<file path="src/rtl/serial_frame_rx_if.sv">
// Stream-side and status signals of serial_frame_rx, bundled for the port list.
// master = bit-stream source / status consumer, slave = the receiver.
`default_nettype none

interface serial_frame_rx_if #(
  parameter int WIDTH = 8
);
  logic             sin;
  logic             sin_en;
  logic [WIDTH-1:0] dout;
  logic             dout_valid;
  logic             sync_det;
  logic             in_frame;
  logic             frame_done;
  logic             frame_err;
  logic [7:0]       frame_cnt;
  logic [7:0]       err_cnt;

  modport master (
    output sin, sin_en,
    input  dout, dout_valid, sync_det, in_frame, frame_done, frame_err,
           frame_cnt, err_cnt
  );

  modport slave (
    input  sin, sin_en,
    output dout, dout_valid, sync_det, in_frame, frame_done, frame_err,
           frame_cnt, err_cnt
  );
endinterface

`default_nettype wire

</file>
<file path="src/rtl/serial_frame_rx.sv">
// serial_frame_rx: hunts for a sync byte on an MSB-first bit stream, then
// deserializes a fixed-length payload followed by an XOR checksum byte.
`default_nettype none

module serial_frame_rx #(
  parameter int               WIDTH     = 8,
  parameter logic [WIDTH-1:0] SYNC      = 8'hA5,
  parameter int               FRAME_LEN = 4
) (
  input  logic            clk,
  input  logic            rst_p,
  serial_frame_rx_if.slave bus
);

  localparam int BITW  = (WIDTH > 1) ? $clog2(WIDTH) : 1;
  localparam int BYTEW = (FRAME_LEN > 0) ? $clog2(FRAME_LEN + 1) : 1;
  localparam logic [BITW-1:0]  LAST_BIT  = BITW'(WIDTH - 1);
  localparam logic [BYTEW-1:0] LAST_BYTE = BYTEW'(FRAME_LEN - 1);

  typedef enum logic [1:0] {
    HUNT    = 2'd0,
    PAYLOAD = 2'd1,
    CHECK   = 2'd2
  } state_e;

  state_e           state_q,  state_d;
  logic [WIDTH-1:0] window_q, window_d;
  logic [WIDTH-1:0] shift_q,  shift_d;
  logic [BITW-1:0]  bit_cnt_q, bit_cnt_d;
  logic [BYTEW-1:0] byte_cnt_q, byte_cnt_d;
  logic [WIDTH-1:0] chk_q,    chk_d;
  logic [WIDTH-1:0] dout_q,   dout_d;
  logic             dout_valid_q, dout_valid_d;
  logic             sync_det_q,   sync_det_d;
  logic             in_frame_q,   in_frame_d;
  logic             frame_done_q, frame_done_d;
  logic             frame_err_q,  frame_err_d;
  logic [7:0]       frame_cnt_q,  frame_cnt_d;
  logic [7:0]       err_cnt_q,    err_cnt_d;

  logic [WIDTH-1:0] w_window;
  logic [WIDTH-1:0] w_shift;

  // Both candidates include the incoming bit so a match/byte completes on it.
  assign w_window = {window_q[WIDTH-2:0], bus.sin};
  assign w_shift  = {shift_q[WIDTH-2:0], bus.sin};

  always_comb begin
    state_d      = state_q;
    window_d     = window_q;
    shift_d      = shift_q;
    bit_cnt_d    = bit_cnt_q;
    byte_cnt_d   = byte_cnt_q;
    chk_d        = chk_q;
    dout_d       = dout_q;
    dout_valid_d = 1'b0;
    sync_det_d   = 1'b0;
    frame_done_d = 1'b0;
    frame_err_d  = 1'b0;
    frame_cnt_d  = frame_cnt_q;
    err_cnt_d    = err_cnt_q;

    if (bus.sin_en) begin
      case (state_q)
        HUNT: begin
          window_d = w_window;
          if (w_window == SYNC) begin
            sync_det_d = 1'b1;
            state_d    = PAYLOAD;
            bit_cnt_d  = '0;
            byte_cnt_d = '0;
            chk_d      = '0;
          end
        end
        PAYLOAD: begin
          shift_d   = w_shift;
          bit_cnt_d = bit_cnt_q + 1'b1;
          if (bit_cnt_q == LAST_BIT) begin
            bit_cnt_d    = '0;
            dout_d       = w_shift;
            dout_valid_d = 1'b1;
            chk_d        = chk_q ^ w_shift;
            byte_cnt_d   = byte_cnt_q + 1'b1;
            if (byte_cnt_q == LAST_BYTE) begin
              state_d = CHECK;
            end
          end
        end
        CHECK: begin
          shift_d   = w_shift;
          bit_cnt_d = bit_cnt_q + 1'b1;
          if (bit_cnt_q == LAST_BIT) begin
            bit_cnt_d    = '0;
            frame_done_d = 1'b1;
            frame_err_d  = (w_shift != chk_q);
            if (w_shift == chk_q) begin
              frame_cnt_d = frame_cnt_q + 8'd1;
            end else if (err_cnt_q != 8'hFF) begin
              err_cnt_d = err_cnt_q + 8'd1;
            end
            state_d  = HUNT;
            window_d = '0;
          end
        end
        default: begin
          state_d = HUNT;
        end
      endcase
    end

    in_frame_d = (state_d != HUNT);
  end

  always_ff @(posedge clk or posedge rst_p) begin
    if (rst_p) begin
      state_q      <= HUNT;
      window_q     <= '0;
      shift_q      <= '0;
      bit_cnt_q    <= '0;
      byte_cnt_q   <= '0;
      chk_q        <= '0;
      dout_q       <= '0;
      dout_valid_q <= 1'b0;
      sync_det_q   <= 1'b0;
      in_frame_q   <= 1'b0;
      frame_done_q <= 1'b0;
      frame_err_q  <= 1'b0;
      frame_cnt_q  <= 8'd0;
      err_cnt_q    <= 8'd0;
    end else begin
      state_q      <= state_d;
      window_q     <= window_d;
      shift_q      <= shift_d;
      bit_cnt_q    <= bit_cnt_d;
      byte_cnt_q   <= byte_cnt_d;
      chk_q        <= chk_d;
      dout_q       <= dout_d;
      dout_valid_q <= dout_valid_d;
      sync_det_q   <= sync_det_d;
      in_frame_q   <= in_frame_d;
      frame_done_q <= frame_done_d;
      frame_err_q  <= frame_err_d;
      frame_cnt_q  <= frame_cnt_d;
      err_cnt_q    <= err_cnt_d;
    end
  end

  assign bus.dout       = dout_q;
  assign bus.dout_valid = dout_valid_q;
  assign bus.sync_det   = sync_det_q;
  assign bus.in_frame   = in_frame_q;
  assign bus.frame_done = frame_done_q;
  assign bus.frame_err  = frame_err_q;
  assign bus.frame_cnt  = frame_cnt_q;
  assign bus.err_cnt    = err_cnt_q;

endmodule

`default_nettype wire

</file>
<file path="src/flat_wrapper.sv">
// flat-port wrapper written by rule: the top's interface ports become plain ports
module serial_frame_rx_flat 
#(
  parameter int               WIDTH     = 8,
  parameter logic [WIDTH-1:0] SYNC      = 8'hA5,
  parameter int               FRAME_LEN = 4
)
  (clk, rst_p, bus_sin, bus_sin_en, bus_dout, bus_dout_valid, bus_sync_det, bus_in_frame, bus_frame_done, bus_frame_err, bus_frame_cnt, bus_err_cnt);
  serial_frame_rx_if #(.WIDTH(WIDTH)) bus_i ();
  input  logic clk;
  input  logic rst_p;
  input wire logic [$bits(bus_i.sin)-1:0] bus_sin;
  input wire logic [$bits(bus_i.sin_en)-1:0] bus_sin_en;
  output wire logic [$bits(bus_i.dout)-1:0] bus_dout;
  output wire logic [$bits(bus_i.dout_valid)-1:0] bus_dout_valid;
  output wire logic [$bits(bus_i.sync_det)-1:0] bus_sync_det;
  output wire logic [$bits(bus_i.in_frame)-1:0] bus_in_frame;
  output wire logic [$bits(bus_i.frame_done)-1:0] bus_frame_done;
  output wire logic [$bits(bus_i.frame_err)-1:0] bus_frame_err;
  output wire logic [$bits(bus_i.frame_cnt)-1:0] bus_frame_cnt;
  output wire logic [$bits(bus_i.err_cnt)-1:0] bus_err_cnt;
  assign bus_i.sin = bus_sin;
  assign bus_i.sin_en = bus_sin_en;
  assign bus_dout = bus_i.dout;
  assign bus_dout_valid = bus_i.dout_valid;
  assign bus_sync_det = bus_i.sync_det;
  assign bus_in_frame = bus_i.in_frame;
  assign bus_frame_done = bus_i.frame_done;
  assign bus_frame_err = bus_i.frame_err;
  assign bus_frame_cnt = bus_i.frame_cnt;
  assign bus_err_cnt = bus_i.err_cnt;
  serial_frame_rx #(.WIDTH(WIDTH), .SYNC(SYNC), .FRAME_LEN(FRAME_LEN)) u_core (.clk(clk), .rst_p(rst_p), .bus(bus_i));
endmodule
</file>
<file path="config.mk">
export PLATFORM = sky130hd
export DESIGN_NAME = serial_frame_rx_flat
export DESIGN_NICKNAME = d
export VERILOG_FILES = /design/src/rtl/serial_frame_rx_if.sv /design/src/rtl/serial_frame_rx.sv /design/src/flat_wrapper.sv
export SDC_FILE = /design/constraint.sdc
export NUM_CORES = 1
export LEC_CHECK = 0
export ABC_AREA = 1
export CORE_ASPECT_RATIO = 1.1
export CORE_UTILIZATION = 51
export DETAILED_ROUTE_END_ITERATION = 10
export GPL_TIMING_DRIVEN = 0
export HOLD_SLACK_MARGIN = 0.02
export MAX_ROUTING_LAYER = met4
export PLACE_DENSITY = 0.76
export SKIP_LAST_GASP = 1
export SYNTH_ARGS = -nofsm -noshare
export SYNTH_HDL_FRONTEND = slang
export SYNTH_SLANG_ARGS = --single-unit
export TNS_END_PERCENT = 100
</file>
<file path="constraint.sdc">
create_clock -name clk -period 1.7 [get_ports clk]
set_input_delay 0.34 -clock clk [delete_from_list [all_inputs] [get_ports clk]]
set_output_delay 0.34 -clock clk [all_outputs]
set_load 0.02 [all_outputs]
</file>
==> metrics.txt <==
outcome completed; CTS Root Cell clkbuf_8; remaining global-route overflow 0; Mapped Nets 399; Crit Path Max Fanout 2; worst path arrival time approximately 1.3 ns; Placement Rows 28; worst rel slew slack 0.7324; htree depth 3; Seq/Total Area, Yosys 0.4908; drt via density between 5 and 6; Clock transition at path regs 0.07 ns; FILL cells about 480; Mean Syn Cell Area 7.833 µm²; DP Wirelength around 4300 µm; final worst slack about 0.075 ns; number of buffer and inverter stages on the critical path 1; count leader, synth nand2_1; DRT iter0 DRCs roughly 140; Setup Skew roughly 0.0063 ns; RSZ-0062 raised after global routing true; CP max stage cell clkdlybuf4s50_1; share of the synthesized area in the top cell type 0.4908; CP peak stage delay ~0.6 ns; Clk Latency, worst-skew pair about 0.33 ns; Via Count ~2.6k; Main synth FF type dfrtp_1; FMAX 615.5 MHz; largest net degree at the start of global routing 60; Core Area between 5000 and 6000 µm²; chip width approximately 75 µm; antenna violations before repair 0; peak supply drop roughly 0.82 mV; PwrDens 1285 nW/µm²; Final period util 0.9558; area growth from synthesis to layout 24.29%; Final Hold Viols 0; Crit Path Category flip-flop to output pin; Cell Chain, Critical Path clkdlybuf4s50_1; Finished Layout Cells 512; synth warn 0; Hold Path Class input pin to asynchronous set/reset pin; mean routed wirelength per cell 12.68 µm; DRC viols 0; synth unique cells 25; Final Setup Violations 0; Syn Std Cell Area around 3000 µm²; antenna cells 0; Die ar. 6209 µm²; Final ANT Viol Nets 0; hold_ws between 0.3 and 0.4 ns; Slew Limit Fails 0; Starting Density 0.5434; maximum root-to-sink buffer count 2; CTS tree yes; Critical Path RT around 1.4 ns; Max-cap violations 0; Setup WS pre-CTS -0.2538 ns; routed wire length around 6500 µm; cts bufs inserted 9; EDFF count, synth 0; first-pass GRT wire length 10500 µm; Crit. End Element output pin; utilization after layout 0.6754; Final min period 1.625 ns; CP top delay family buffers and inverters; cts hold-fix bufs 0; slew of the pin with the lowest slew margin about 0.4 ns; top post-synthesis cells by count 147 x nand2_1, 59 x dfrtp_1, 49 x inv_1; ranking of synthesized cells by area dfrtp_1 49%, nand2_1 18%, inv_1 6.1%; fraction of layout cells with a size suffix above 1 0.1076; total track usage 0.2333; setup TNS 0 ns; I/O pins 33; Final #Nets around 450; area leader, netlist dfrtp_1; Setup crit start kind flip-flop; fraction of registers with async set or reset after synthesis 1.000; LEAKAGE around 2.0 nW; synthesis-stage register bit count roughly 60; Placed Cells 490; CTS Sinks 59; routability cong. ~0.8; Synth Instances roughly 380; die height 82.55 µm; router iterations before antenna repair 4; vias in the first global route between 2k and 2.5k; PortBufs 31
## layout make-up
class                           count  area (µm²)  share of cell area
Timing Repair Buffer               38       362.8             0.09705
Multi-Input combinational cell    265        1353              0.3618
Clock buffer                       13       158.9             0.04250
Tap cell                           75       93.84             0.02510
Clock inverter                      2       35.03            0.009371
Sequential cell                    59        1476              0.3949
Inverter                           52       198.9             0.05321
Buffer                              8       60.06             0.01606
## metrics by stage
step	cell area (µm²)	power, mW
4_1_cts	3605	4.733
2_1_floorplan	3012	2.999
5_1_grt	3739	5.133
3_3_place_gp	3416	3.369
3_5_place_dp	3416	3.446
6_report	3739	4.805
## worst register-to-register path: stages, from the launching register on
cell and delay [ns]:
dfrtp_1 0.41, ha_4 0.19, ha_4 0.15, buf_6 0.12, nand2_2 0.09, nor2_4 0.06
inv_2 0.10, o21ai_4 0.09, buf_4 0.16, o21ai_0 0.15
## routing by layer
metal	track usage	part of all wire	vias to the layer above
met5	-	0	-
met4	0.08333	0.014	0
met3	0.04733	0.032	7
met2	0.3874	0.49	47
met1	0.2829	0.46	1220
li1	-	-	1311
## registers in the layout (all words and copies together), names as in the netlist
name / cells
u_core.state_q: 2
u_core.bus.sync_det: 1
u_core.bus.frame_done: 1
u_core.byte_cnt_q: 3
u_core.bus.dout_valid: 1
u_core.bus.frame_cnt: 8
u_core.bus.dout: 8
u_core.chk_q: 8
u_core.bus.err_cnt: 8
u_core.shift_q: 7
u_core.bus.frame_err: 1
u_core.window_q: 7
u_core.bit_cnt_q: 3
u_core.bus.in_frame: 1
## layout by cell type (no fill, tap or decap), drive strengths merged
cell type,Yosys,final
buf,5,11
dfrtp,59,59
nand3b,2,2
a21oi,4,4
nand3,17,17
o21ai,40,40
inv,52,51
nand4,18,18
o21bai,1,1
bufinv,0,1
clkinv,0,1
dlygate4sd2,0,14
clkbuf,3,17
clkdlybuf4s50,0,15
nor3,2,2
nand2,149,149
ha,11,11
clkinvlp,0,1
nor2,15,15
xnor2,2,2
xor2,4,4
dlymetal6s2s,0,2
## logic make-up (layout without fill, tap and decap cells)
logic type,count (synthesis),after routing,synth area share
flip-flops,59,59,0.4908
AO/OA/AOI/OAI,45,45,0.07695
AND/OR/NAND/NOR,203,203,0.2895
adder cells (fa/ha/maj),11,11,0.04576
buffers and inverters,60,113,0.07945
XOR/XNOR,6,6,0.01747
## path summary, 6_finish.rpt
kind                                                 start                          endpoint  slack [ns]  cells after the start
max                         u_core.bus.dout[1]$_DFFE_PP0P_                       bus_dout[1]        0.08                      1
min                                                  rst_p     u_core.shift_q[4]$_DFFE_PP0P_        0.35                      2
max reg2reg                u_core.bit_cnt_q[0]$_DFFE_PP0P_    u_core.window_q[5]$_DFFE_PP0P_        0.09                      9
max in group asynchronous                            rst_p  u_core.byte_cnt_q[2]$_DFFE_PP0P_        0.81                      3
min reg2reg                 u_core.bus.dout[5]$_DFFE_PP0P_    u_core.bus.dout[5]$_DFFE_PP0P_        0.48                      2
min in group clk                                bus_sin_en   u_core.bus.dout_valid$_DFF_PP0_        0.40                      3
## what timing repair did
item | in CTS | in global routing
hold endpoints to repair | 0 | 0
pin swaps | 0 | 4
gates resized for setup | 20 | 17
setup buffers | 0 | 5
gates cloned | 0 | 1
setup endpoints to repair | 32 | 41
## power breakdown
part,internal [mW],switching [mW]
clock network,0.748,0.535
logic,0.598,0.924
registers,1.74,0.258
(Power assumes the default switching activity.)
